[config.mk]
export PLATFORM = sky130hd
export DESIGN_NAME = dec_digits_to_bin
export DESIGN_NICKNAME = d
export VERILOG_FILES = /design/src/rtl/dec_pkg.sv /design/src/rtl/dec_mac10.sv /design/src/rtl/dec_digits_to_bin.sv
export SDC_FILE = /design/constraint.sdc
export NUM_CORES = 1
export LEC_CHECK = 0
export ABC_AREA = 1
export CORE_MARGIN = 4
export CORE_UTILIZATION = 51
export DETAILED_ROUTE_END_ITERATION = 10
export GPL_TIMING_DRIVEN = 0
export PLACE_DENSITY = 0.93
export REMOVE_ABC_BUFFERS = 1
export SLEW_MARGIN = 20
export SYNTH_ARGS = -nofsm -noshare
export SYNTH_HDL_FRONTEND = slang
export SYNTH_SLANG_ARGS = --single-unit
[constraint.sdc]
create_clock -name clk -period 4.5 [get_ports clk]
set_input_delay 0.45 -clock clk [delete_from_list [all_inputs] [get_ports clk]]
set_output_delay 0.45 -clock clk [all_outputs]
set_load 0.1 [all_outputs]
[src/rtl/dec_pkg.sv]
// Shared types and constants for the serial decimal-digit receiver.
package dec_pkg;

    typedef enum logic {ACC, DONE} state_e;

    localparam int DIGIT_W   = 4;
    localparam int DEC_BASE  = 10;
    localparam int MAX_DIGIT = 9;

endpackage

[src/rtl/dec_mac10.sv]
// Combinational acc*10 + digit step with saturation, sticky overflow and
// illegal-digit detection.
module dec_mac10
    import dec_pkg::*;
#(
    parameter int W = 6
) (
    input  logic [W-1:0]       acc_i,
    input  logic [DIGIT_W-1:0] digit_i,
    input  logic               ovf_i,
    output logic [W-1:0]       acc_o,
    output logic               ovf_o,
    output logic               err_o
);

    logic [DIGIT_W-1:0] dig_eff;
    logic [W+3:0]       acc_ext;
    logic [W+3:0]       sum;

    assign err_o   = (digit_i > DIGIT_W'(MAX_DIGIT));
    assign dig_eff = err_o ? '0 : digit_i;
    assign acc_ext = {4'b0000, acc_i};

    // acc*10 as two shifts; W+4 bits holds 10*(2^W-1)+9 without wrapping.
    assign sum   = (acc_ext << 3) + (acc_ext << 1) + {{W{1'b0}}, dig_eff};
    assign ovf_o = ovf_i | (sum > {4'b0000, {W{1'b1}}});
    assign acc_o = ovf_o ? {W{1'b1}} : sum[W-1:0];

endmodule

[src/rtl/dec_digits_to_bin.sv]
// Serial BCD digit receiver: accumulates MS-digit-first into a binary word.
// Define DEC_ONES_CNT_EN to add the saturating count of '1' digits (o_ones).
module dec_digits_to_bin
    import dec_pkg::*;
#(
    parameter int W = 6
) (
    input  logic               clk,
    input  logic               rst_n,
    input  logic               d_valid,
    output logic               d_ready,
    input  logic [DIGIT_W-1:0] d_digit,
    input  logic               d_last,
    output logic               o_valid,
    input  logic               o_ready,
    output logic [W-1:0]       o_value,
    output logic               o_ovf,
    output logic               o_err
`ifdef DEC_ONES_CNT_EN
    ,
    output logic [2:0]         o_ones
`endif
);

    state_e       state_q;
    logic [W-1:0] acc_q;
    logic         ovf_q;
    logic         err_q;
    logic [W-1:0] acc_d;
    logic         ovf_d;
    logic         dig_err;
    logic         accept;

    dec_mac10 #(.W(W)) u_mac (
        .acc_i   (acc_q),
        .digit_i (d_digit),
        .ovf_i   (ovf_q),
        .acc_o   (acc_d),
        .ovf_o   (ovf_d),
        .err_o   (dig_err)
    );

    assign accept = d_valid && (state_q == ACC);

`ifdef DEC_ONES_CNT_EN
    logic [2:0] ones_q;
    always_ff @(posedge clk or negedge rst_n) begin
        if (!rst_n) begin
            ones_q <= '0;
        end else if (state_q == DONE) begin
            if (o_ready) ones_q <= '0;
        end else if (accept && (d_digit == DIGIT_W'(1)) && (ones_q != 3'd7)) begin
            ones_q <= ones_q + 3'd1;
        end
    end
    assign o_ones = ones_q;
`endif

    always_ff @(posedge clk or negedge rst_n) begin
        if (!rst_n) begin
            state_q <= ACC;
            acc_q   <= '0;
            ovf_q   <= 1'b0;
            err_q   <= 1'b0;
        end else begin
            case (state_q)
                ACC: begin
                    if (accept) begin
                        acc_q <= acc_d;
                        ovf_q <= ovf_d;
                        err_q <= err_q | dig_err;
                        if (d_last) state_q <= DONE;
                    end
                end
                DONE: begin
                    // Result regs hold until the consumer takes them.
                    if (o_ready) begin
                        state_q <= ACC;
                        acc_q   <= '0;
                        ovf_q   <= 1'b0;
                        err_q   <= 1'b0;
                    end
                end
                default: state_q <= ACC;
            endcase
        end
    end

    assign d_ready = (state_q == ACC);
    assign o_valid = (state_q == DONE);
    assign o_value = acc_q;
    assign o_ovf   = ovf_q;
    assign o_err   = err_q;

endmodule
==> results by group, run 1 <==
Run status
  • Outcome: finished, final reports clean

Synthesis
  • Sequential share of the synthesized area: 29.56%
  • FF+latch count, synth: 9
  • Synth Warn #: 0
  • Netlist Area Pre-Place: 762.0 um^2
  • Post-synth cell types: 17
  • Synthesized instance count: 100
  • Mean Syn Cell Area: 7.620 um^2

Routing
  • Final antenna-violating net count: 0
  • Routed via count: 672
  • Number of remaining DRC errors: 0
  • Drt first pass iters: 5
  • Initial DRC Count: 5
  • DR WL/cell: 11.11 um
  • Vias per cell: 4.905
  • Final WL: 1522 um

Timing
  • Slew at the pin with the worst max-slew slack: 0.9709 ns
  • Final worst path period share: 58.26%
  • Layout Skew: 0.001529 ns
  • RSZ-0062 raised after global routing: no
  • Fmax: 381.4 MHz
  • Setup TNS: 0 ns
  • Finish-stage setup viols: 0
  • Pins Over Slew Limit: 0
  • Setup slack after layout: 1.878 ns
  • Tmin final: 2.622 ns
  • Min Hold Slack: 0.4716 ns
  • Final Hold Viols: 0
  • Worst slew margin: 35.07%

Floorplanning
  • Die W: 46.66 um
  • Io pins: 19
  • # rows: 13
  • Core box area: 1350 um^2
  • Die H: 46.66 um
  • Initial Util: 56.44%
  • Full die area: 2177 um^2

Worst setup path
  • Reg-to-Reg Start: o_value[0]
  • Crit-path cells: clkdlybuf4s50_1 -> o21ai_0 -> inv_1 -> nor2_1 -> fa_1 -> fa_1 -> nand2_2 -> nand2_1 -> nand3_1 -> nand2_1 -> inv_1 -> nand2_2 -> nand2_4 -> nand2_1
  • Crit-path slowest cell: fa_1
  • Max FO, Critical Path: 7
  • Worst path top cell family by delay: adder cells
  • CP dominant cell by count: nand2_1
  • Worst EP required: 4.65 ns
  • Crit path from: d_digit[1]
  • CP Class: input port to flip-flop
  • Cell depth of the worst setup path: 14
  • Max incr delay on CP: 0.48 ns
  • Cells on worst reg2reg path: 10
  • Critical path arrival: 2.77 ns
  • Crit start category: input port
  • CP bufs+invs: 3
  • CP Capture Type: flip-flop

Cells and area
  • Share of post-route cells with drive strength above 1: 10.66%
  • Final Non-Filler Cells: 137
  • # diodes: 0
  • Most frequent cells in the layout: nand2_1, clkdlybuf4s50_1, inv_1, ha_1, nor2_1
  • Final #Nets: 145
  • Fill cell instance count of the final layout: 113
  • P&R area growth vs syn: 29.56%
  • Most common cell after layout, fill and taps aside: nand2_1

Global routing
  • Vias in the first global route: 647
  • GRT Util Overall: 17.33%
  • Largest net degree at the start of global routing: 10
  • Leftover overflow at the end of global routing: 0
  • Initial antenna violation count: 0
  • First-pass GRT wire length: 2594 um

Placement
  • GPL Wtd Cong: 0.7719
  • I/O Buffers: 18
  • Pre-CTS setup slack: 1.580 ns
  • Placed cell count: 133
  • HPWL Detailed: 1308 um

Clock network
  • CTS sink count: 9
  • Worst-path clk slew: 0.06 ns
  • Root Driver: clkbuf_4
  • CTS resizes: 0
  • CTS tree: yes
  • Num CTS Buffers: 3
  • Hold Buf Count CTS: 0
  • Worst skew pair latency: 0.26 ns
  • Clock Tree Buf Depth: 2
  • Post-CTS setup repair buffer count: 0
  • H-Tree Depth: 1

Worst hold path
  • Hold Crit Class: input port to async pin

Run
  • Max cap viols: 0
path summary, 6_finish.rpt:
kind / end / slack (ns)
worst max-delay path: o_value[0] / 1.88
worst min-delay path: o_value[5] / 0.47
worst max register to register: o_value[0] / 2.36
worst min register to register: o_err / 0.50
max in group asynchronous: o_value[0] / 3.75
min in group clk: o_err / 0.50
cell usage after synthesis (all sizes together):
cell type	n	area share, %
nand2	36	20
inv	17	8.4
dfrtp	9	30
a21oi	5	3.8
nand3	5	3.3
fa	2	5.3
ha	11	18
nor2	12	9.0
o21ai	2	1.8
or2	1	0.82
layer usage:
metal | wire length [um] | vias to the layer above | global-route usage [%] | part of all wire [%]
li1 | - | 352 | - | -
met1 | 599 | 297 | 17.77 | 39
met2 | 805 | 18 | 31.59 | 53
met3 | 95 | 5 | 7.422 | 6.2
met4 | 21 | 0 | 4.972 | 1.4
met5 | 0 | - | 0 | 0
per-stage QoR:
| step | util, % | area, um^2 |
|---|---|---|
| after floorplan | - | 762.0 |
| after global placement | 71.18 | 960.9 |
| after detailed placement | 71.18 | 960.9 |
| after CTS | 73.12 | 987.2 |
| after global routing | 73.12 | 987.2 |
| final | 73.12 | 987.2 |
sequential cells by signal, indices dropped and copies added, names as in the netlist:
| signal | cells |
|---|---|
| o_err | 1 |
| o_ovf | 1 |
| o_value | 6 |
| o_valid | 1 |
layout make-up:
class	instances	area [um^2]	share of cell area [%]
Timing Repair Buffer	18	180.2	18.25
Tap cell	15	18.77	1.901
Inverter	17	63.81	6.464
Multi-Input combinational cell	74	473.0	47.91
Sequential cell	9	225.2	22.81
Clock buffer	4	26.28	2.662
logic make-up (layout without fill, tap and decap cells):
| kind of cell | count (synthesis) | count (layout) | synth area share [%] |
|---|---|---|---|
| flip-flops | 9 | 9 | 29.56 |
| AND/OR/NAND/NOR | 54 | 54 | 33.17 |
| buffers and inverters | 17 | 39 | 8.374 |
| adder cells (fa/ha/maj) | 13 | 13 | 23.32 |
| AO/OA/AOI/OAI | 7 | 7 | 5.583 |
Power of run 1 is left out: the tool's default activity adds up to more than one toggle a clock period on the data nets, which glitch-free logic cannot reach.
==> run 2, diff against run 1 <==
CORE_UTILIZATION = 43   (was 51)
PLACE_DENSITY = 0.85   (was 0.93)
clock period = 2.22 ns   (was 4.5 ns; I/O delays follow)
==> results by group, run 2 (same netlist as run 1, synthesis figures left out) <==
Clock network
  • H-Tree Depth: 1 (unchanged)
  • CTS sink count: 9 (unchanged)
  • Root Driver: clkbuf_4
  • Worst-path clk slew: 0.06 ns (about the same)
  • Num CTS Buffers: 3 (unchanged)
  • Worst skew pair latency: 0.26 ns (about the same)
  • CTS tree: yes
  • Hold Buf Count CTS: 0 (unchanged)
  • Clock Tree Buf Depth: 2 (unchanged)

Routing
  • Vias per cell: 4.773 (-2.7%)
  • Routed via count: 716 (+6.5%)
  • Final WL: 1635 um (+7.4%)
  • DR WL/cell: 10.90 um (-1.9%)
  • Final antenna-violating net count: 0 (unchanged)
  • Number of remaining DRC errors: 0 (unchanged)
  • Initial DRC Count: 8 (+3)
  • Drt first pass iters: 6 (+1)

Placement
  • GPL Wtd Cong: 0.7675 (-0.57%)
  • Pre-CTS setup slack: -0.4344 ns (-2.014 ns)
  • I/O Buffers: 18 (unchanged)
  • HPWL Detailed: 1302 um (-0.46%)

Floorplanning
  • Die W: 50.10 um (+7.4%)
  • # rows: 14 (+1)
  • Io pins: 19 (unchanged)
  • Initial Util: 47.80% (-8.6 points)
  • Core box area: 1594 um^2 (+18%)
  • Full die area: 2510 um^2 (+15%)
  • Die H: 50.10 um (+7.4%)

Timing
  • Setup slack after layout: 0.1370 ns (-1.741 ns)
  • Min Hold Slack: 0.2500 ns (-0.2216 ns)
  • Slew at the pin with the worst max-slew slack: 0.9798 ns (+0.008824 ns)
  • Final Hold Viols: 0 (unchanged)
  • Finish-stage setup viols: 0 (unchanged)
  • Worst slew margin: 34.48% (-0.59 points)
  • RSZ-0062 raised after global routing: no
  • Fmax: 480.1 MHz
  • Layout Skew: 0.002835 ns (+0.001305 ns)
  • Pins Over Slew Limit: 0 (unchanged)
  • Tmin final: 2.083 ns
  • Final worst path period share: 93.83%
  • Setup TNS: 0 ns (unchanged)

Cells and area
  • Max FFs per register: 6 (unchanged)
  • P&R area growth vs syn: 38.42%
  • Multi-input logic area: 489.2 um^2 (+3.4%)
  • Util after Layout: 66.17% (-7.0 points)
  • Most frequent cells in the layout: nand2_1, inv_1, clkdlybuf4s50_1, ha_1, nor2_1
  • Final #Nets: 149 (+2.8%)
  • Fill cell instance count of the final layout: 120 (+6.2%)
  • Most common cell after layout, fill and taps aside: nand2_1
  • Seq. cell area: 226.5 um^2 (+0.56%)
  • Share of post-route cells with drive strength above 1: 18.25% (+7.6 points)
  • # diodes: 0 (unchanged)

Worst setup path
  • CP bufs+invs: 1 (-2)
  • Worst path top cell family by delay: buffers and inverters
  • CP Class: flip-flop to primary output
  • Worst reg-to-reg setup slack: 0.15 ns (-2.21 ns)
  • Cells on worst reg2reg path: 10 (unchanged)
  • Critical path arrival: 1.86 ns (-0.91 ns)
  • CP Capture Type: primary output
  • Crit-path slowest cell: clkdlybuf4s50_1
  • Worst EP required: 2.00 ns (-2.65 ns)
  • Max incr delay on CP: 1.17 ns (+0.69 ns)
  • Crit-path cells: clkdlybuf4s50_1
  • Crit start category: flip-flop
  • Reg-to-Reg Start: o_value[2]
  • Reg2reg end: o_value[0]
  • Max FO, Critical Path: 4 (-3)

Global routing
  • Leftover overflow at the end of global routing: 0 (unchanged)
  • First-pass GRT wire length: 3015 um (+16%)
  • Most used routing layer: met2
  • Met3 Usage GRT: 4.217% (-3.2 points)
  • Initial antenna violation count: 0 (unchanged)
  • Vias in the first global route: 729 (+13%)
  • Largest net degree at the start of global routing: 10 (unchanged)
  • GRT Util Overall: 15.65% (-1.7 points)
  • Met1 Use GR: 17.96% (+0.19 points)
  • GRT met2 Usage: 28.04% (-3.5 points)

Worst hold path
  • Hold Crit Class: input port to async pin

Run
  • Max cap viols: 0 (unchanged)

Run status
  • Outcome: finished, final reports clean
## run 2: how the worst max path moves through the flow
stage,from,endpoint,slack (ns),cells after the start
final,o_value[0],o_value[0],0.14,1
after global routing,o_value[2],o_value[4],0.01,10
after CTS,d_digit[1],o_value[4],0.002,15
after detailed placement,d_digit[1],o_value[4],-0.43,14
after global placement,d_digit[1],o_value[4],-0.39,14
after floorplan,o_value[2],o_value[0],-0.40,10
## run 2: metrics by stage
| stage | cell area (um^2) | instances |
|---|---|---|
| after floorplan | 762.0 | 100 |
| after global routing | 1055 | 150 |
| after global placement | 972.2 | 142 |
| final | 1055 | 150 |
| after CTS | 1035 | 150 |
| after detailed placement | 972.2 | 142 |
## run 2: timing repair
| item | 4_1_cts | 5_1_grt |
|---|---|---|
| setup buffers | 4 | 0 |
| endpoints found under the setup margin | 7 | 9 |
| pin swaps | 2 | 3 |
| resized for setup | 5 | 8 |
## run 2: final cells by class
| class | instances | share of cell area (%) |
|---|---|---|
| Tap cell | 24 | 2.847 |
| Inverter | 17 | 6.050 |
| Multi-Input combinational cell | 74 | 46.38 |
| Sequential cell | 9 | 21.47 |
| Timing Repair Buffer | 22 | 20.76 |
| Clock buffer | 4 | 2.491 |
## run 2: worst register-to-register path: cells and delay by family (launching register included)
| kind | cells | cell delay, ns |
|---|---|---|
| buffers and inverters | 1 | 0.06 |
| DFF | 1 | 0.44 |
| adders and majority gates | 2 | 0.97 |
| and+or+nand+nor | 7 | 0.48 |
## run 2: per-layer routing
metal | vias to the layer above | part of all wire [%]
li1 | 363 | -
met1 | 325 | 43
met2 | 24 | 50
met3 | 4 | 6.7
met4 | 0 | 0.55
met5 | - | 0
Power of run 2 is left out for the same reason.
==> run 3, diff against run 2 <==
GPL_ROUTABILITY_DRIVEN = 0   (was unset)
PLACE_DENSITY = 0.74   (was 0.85)
==> results by group, run 3 (same netlist as run 1, synthesis figures left out) <==
Worst setup path
  • Worst reg-to-reg setup slack: 0.18 ns (+0.03 ns)
  • Worst path top cell family by delay: buffers and inverters
  • Cells on worst reg2reg path: 10 (unchanged)
  • CP Class: flip-flop to primary output
  • Reg-to-Reg Start: o_value[2]
  • Crit-path slowest cell: clkdlybuf4s50_1
  • CP bufs+invs: 1 (unchanged)
  • Worst EP required: 2.00 ns (about the same)
  • CP Capture Type: primary output
  • Crit start category: flip-flop
  • Max FO, Critical Path: 4 (unchanged)
  • Critical path arrival: 1.93 ns (+0.07 ns)
  • Crit-path cells: clkdlybuf4s50_1
  • Max incr delay on CP: 1.18 ns (about the same)
  • Reg2reg end: o_ovf

Worst hold path
  • Hold Crit Class: input port to async pin

Global routing
  • First-pass GRT wire length: 2635 um (-13%)
  • Leftover overflow at the end of global routing: 0 (unchanged)
  • GRT met2 Usage: 23.26% (-4.8 points)
  • Vias in the first global route: 662 (-9.2%)
  • GRT Util Overall: 14.13% (-1.5 points)
  • Initial antenna violation count: 0 (unchanged)
  • Met3 Usage GRT: 5.422% (+1.2 points)
  • Most used routing layer: met2
  • Largest net degree at the start of global routing: 10 (unchanged)
  • Met1 Use GR: 16.27% (-1.7 points)

Clock network
  • CTS tree: yes
  • Root Driver: clkbuf_4
  • Num CTS Buffers: 3 (unchanged)
  • Worst skew pair latency: 0.27 ns (about the same)
  • Clock Tree Buf Depth: 2 (unchanged)
  • Hold Buf Count CTS: 0 (unchanged)
  • Worst-path clk slew: 0.07 ns (about the same)
  • CTS sink count: 9 (unchanged)
  • H-Tree Depth: 1 (unchanged)

Floorplanning
  • Die H: 50.10 um (unchanged)
  • Initial Util: 47.80% (unchanged)
  • Die W: 50.10 um (unchanged)
  • # rows: 14 (unchanged)
  • Full die area: 2510 um^2 (unchanged)
  • Core box area: 1594 um^2 (unchanged)
  • Io pins: 19 (unchanged)

Routing
  • Vias per cell: 4.678 (-2.0%)
  • DR WL/cell: 9.993 um (-8.3%)
  • Drt first pass iters: 4 (-2)
  • Final WL: 1489 um (-8.9%)
  • Final antenna-violating net count: 0 (unchanged)
  • Initial DRC Count: 5 (-3)
  • Routed via count: 697 (-2.7%)
  • Number of remaining DRC errors: 0 (unchanged)

Placement
  • HPWL Detailed: 1204 um (-7.5%)
  • DP Area: 972.2 um^2 (unchanged)
  • I/O Buffers: 18 (unchanged)

Cells and area
  • Share of post-route cells with drive strength above 1: 16.80% (-1.5 points)
  • Most frequent cells in the layout: nand2_1, inv_1, clkdlybuf4s50_1, ha_1
  • Final Instance Area: 1031 um^2 (-2.3%)
  • Util after Layout: 64.68% (-1.5 points)
  • Final #Nets: 148 (-0.67%)
  • Most common cell after layout, fill and taps aside: nand2_1
  • Max FFs per register: 6 (unchanged)
  • P&R area growth vs syn: 35.30%
  • # diodes: 0 (unchanged)
  • Fill cell instance count of the final layout: 137 (+14%)

Timing
  • Final Hold Viols: 0 (unchanged)
  • Tmin final: 2.155 ns (+0.07174 ns)
  • Slew at the pin with the worst max-slew slack: 0.9669 ns (-0.01288 ns)
  • Layout Skew: 0.01034 ns (+0.007504 ns)
  • RSZ-0062 raised after global routing: no
  • Finish-stage setup viols: 0 (unchanged)
  • Final worst path period share: 97.06% (+3.2 points)
  • Pins Over Slew Limit: 0 (unchanged)
  • Fmax: 464.1 MHz (-3.3%)
  • Worst slew margin: 35.34% (+0.86 points)

Run
  • Max cap viols: 0 (unchanged)

Run status
  • Outcome: finished, final reports clean
run 3: metrics by stage:
stage	TNS [ns]	setup WS, ns	hold WS (ns)	std cells
3_3_place_gp	-2.840	-0.4082	0.4888	142
2_1_floorplan	-2.763	-0.3959	-0.07359	100
5_1_grt	0	0.007126	0.2525	149
6_report	0	0.06526	0.2456	149
3_5_place_dp	-3.157	-0.4594	0.4846	142
4_1_cts	0	0.01629	0.2472	149
run 3: timing repair:
action | CTS | global route
resized for setup | 7 | 2
endpoints found under the hold margin | 0 | 0
buffers inserted | 3 | 0
pin swaps | 2 | 0
setup endpoints to repair | 7 | 3
run 3: cell type report:
type / instances / area, um^2 / share of cell area (%)
Clock inverter: 1 / 5.005 / 0.4854
Clock buffer: 3 / 22.52 / 2.184
Multi-Input combinational cell: 74 / 483.0 / 46.84
Tap cell: 24 / 30.03 / 2.913
Inverter: 17 / 63.81 / 6.189
Sequential cell: 9 / 225.2 / 21.84
Timing Repair Buffer: 21 / 201.4 / 19.54
run 3: worst max path at each step:
stage | cells after the start | startpoint | to
after floorplan | 10 | o_value[2] | o_value[0]
final | 1 | o_valid | o_valid
after global routing | 1 | o_valid | o_valid
after detailed placement | 14 | d_digit[1] | o_value[4]
after global placement | 14 | d_digit[1] | o_value[2]
after CTS | 2 | o_valid | d_ready
run 3: routing by layer:
layer,up-vias,routed length (um)
met5,-,0
met4,0,8
met3,2,89
met2,18,745
met1,320,646
li1,357,-
Power of run 3 is left out for the same reason.
==> RTL change: new RTL, config.mk and constraints of run 2 <==
`W` is set to 6 in 2 places; all go to 3.
--- a/src/rtl/dec_mac10.sv
+++ b/src/rtl/dec_mac10.sv
@@ -3,7 +3,7 @@
 module dec_mac10
     import dec_pkg::*;
 #(
-    parameter int W = 6
+    parameter int W = 3
 ) (
     input  logic [W-1:0]       acc_i,
     input  logic [DIGIT_W-1:0] digit_i,
--- a/src/rtl/dec_digits_to_bin.sv
+++ b/src/rtl/dec_digits_to_bin.sv
@@ -3,7 +3,7 @@
 module dec_digits_to_bin
     import dec_pkg::*;
 #(
-    parameter int W = 6
+    parameter int W = 3
 ) (
     input  logic               clk,
     input  logic               rst_n,
Interface: changed (resized o_value); port bits go from 19 to 16. The function was not compared with the original's and may differ.
==> RTL change against run 2 <==
  * Sequential cell count shrank 3
  * Setup slack lost 20 ps
  * Fmax shrank 0.93%
  * Design area shrank 35%
  * Area after synthesis shrank 36%
  * Wire length shrank 39%
  * Die area shrank 31%
  * Core utilization grew 2.9 points
  * Critical endpoint is now d_ready
Power is left out: the tool's default activity adds up to more than one toggle a clock period on the data nets, which glitch-free logic cannot reach.
==> RTL change: results (changes against run 2) <==
Status
  – Status: completed

Drt
  – DRT iter0 DRCs: 4 (-4)
  – First-pass iteration count of the detailed router: 2 (-4)
  – Via density: 4.58 (-4.0%)
  – Wire length per cell: 10.1 um (-7.2%)

Worst setup path
  – Slowest-stage cell, CP: clkdlybuf4s50_1
  – CP peak stage delay: 1140 ps (-30 ps)
  – Crit path DAT: 1880 ps (+20 ps)
  – CP top delay family: buffers and inverters
  – Crit Path Max Fanout: 3 (-1)

Cells and area
  – Antenna cell count: 0 (unchanged)
  – Layout cells sized above 1: 0.153 (-0.0296)
  – Final nets: 103 (-31%)
  – Final non-filler cell total: 98 (-35%)
  – Flip-flop count of the largest register after layout: 3 (-3)

Global routing
  – Largest net degree at the start of global routing: 7 (-3)
  – M3 GR Usage: 0.0302 (-0.0120)
  – Routing usage on met1: 0.137 (-0.0424)
  – All-Layer GR Usage: 0.139 (-0.0173)
  – Antenna violations before repair: 0 (unchanged)
  – First-pass GRT wire length: 1.84 mm (-39%)
  – GR Layer Usage met2: 0.253 (-0.0273)
  – Vias in the first global route: 461 (-37%)

Synth
  – Compound-cell area share of the yosys netlist: 0.0387 (-0.0172)
  – Register area share after synthesis: 0.309 (+0.0137)
  – Adder-cell share of the synthesized area: 0.211 (-0.0218)
  – Synth Warn #: 0 (unchanged)
  – Syn Inst Count: 67 (-33%)
  – Post-synth top cells: nand2_1, inv_1, nor2_1
  – FFs w/ async S/R, synth: 1.00 (unchanged)
  – Top cells by area, synth: dfrtp_1, nand2_1, ha_1
  – Cell variety after synth: 14 (-3)
  – Post-Synth XOR/XNOR Area: 0 (unchanged)
  – Synth Flop Type: dfrtp_1

Clock network
  – Clock root cell: clkbuf_4
  – Longest Clk Path Bufs: 2 (unchanged)
  – Worst-Skew Late Latency: 250 ps
  – Reg clk slew, reported paths: 50 ps
  – CTS buffer count: 3 (unchanged)
  – Setup Fix Bufs, Post-CTS: 0 (-4)

Placed design
  – Port bufs: 15 (-3)
  – DP Area: 652 um^2 (-33%)
  – Pre-CTS setup slack: -306 ps (+128 ps)
  – GP Congestion: 0.754 (-1.8%)
  – Inst Count DP: 95 (-33%)
  – DP Wirelength: 847 um (-35%)

Job
  – Max-cap violations: 0 (unchanged)

Timing
  – Max-slew headroom: 0.351 (+0.00647)
  – Clock skew: 9.36 ps (+6.53 ps)

Hold path
  – Hold Crit Class: in -> async
[RTL change: per-layer routing]
layer  part of all wire  vias up  wire [um]
li1                   -      235          -
met1               0.41      199        410
met2               0.52       13        517
met3              0.039        2         39
met4              0.023        0         23
met5                  0        -          0
[RTL change: cell type report]
type | count | area (um^2)
timing repair buffer | 15 | 150
clock buffer | 3 | 22.5
fill | 95 | 307
sequential | 6 | 150
inverter | 17 | 66.3
tap | 13 | 16.3
multi-input combinational | 44 | 279
[RTL change: worst paths after layout]
| path | start | to | slack (ps) | cells past startpoint |
|---|---|---|---|---|
| hold / removal | rst_n | o_value[0] | 210 | 1 |
| setup / recovery | o_valid | d_ready | 120 | 2 |
| hold reg to reg | o_err | o_err | 530 | 2 |
| setup reg to reg | o_value[2] | o_value[1] | 200 | 8 |
| min in group clk | d_digit[3] | o_value[0] | 490 | 6 |
| max in group asynchronous | rst_n | o_value[1] | 1780 | 1 |
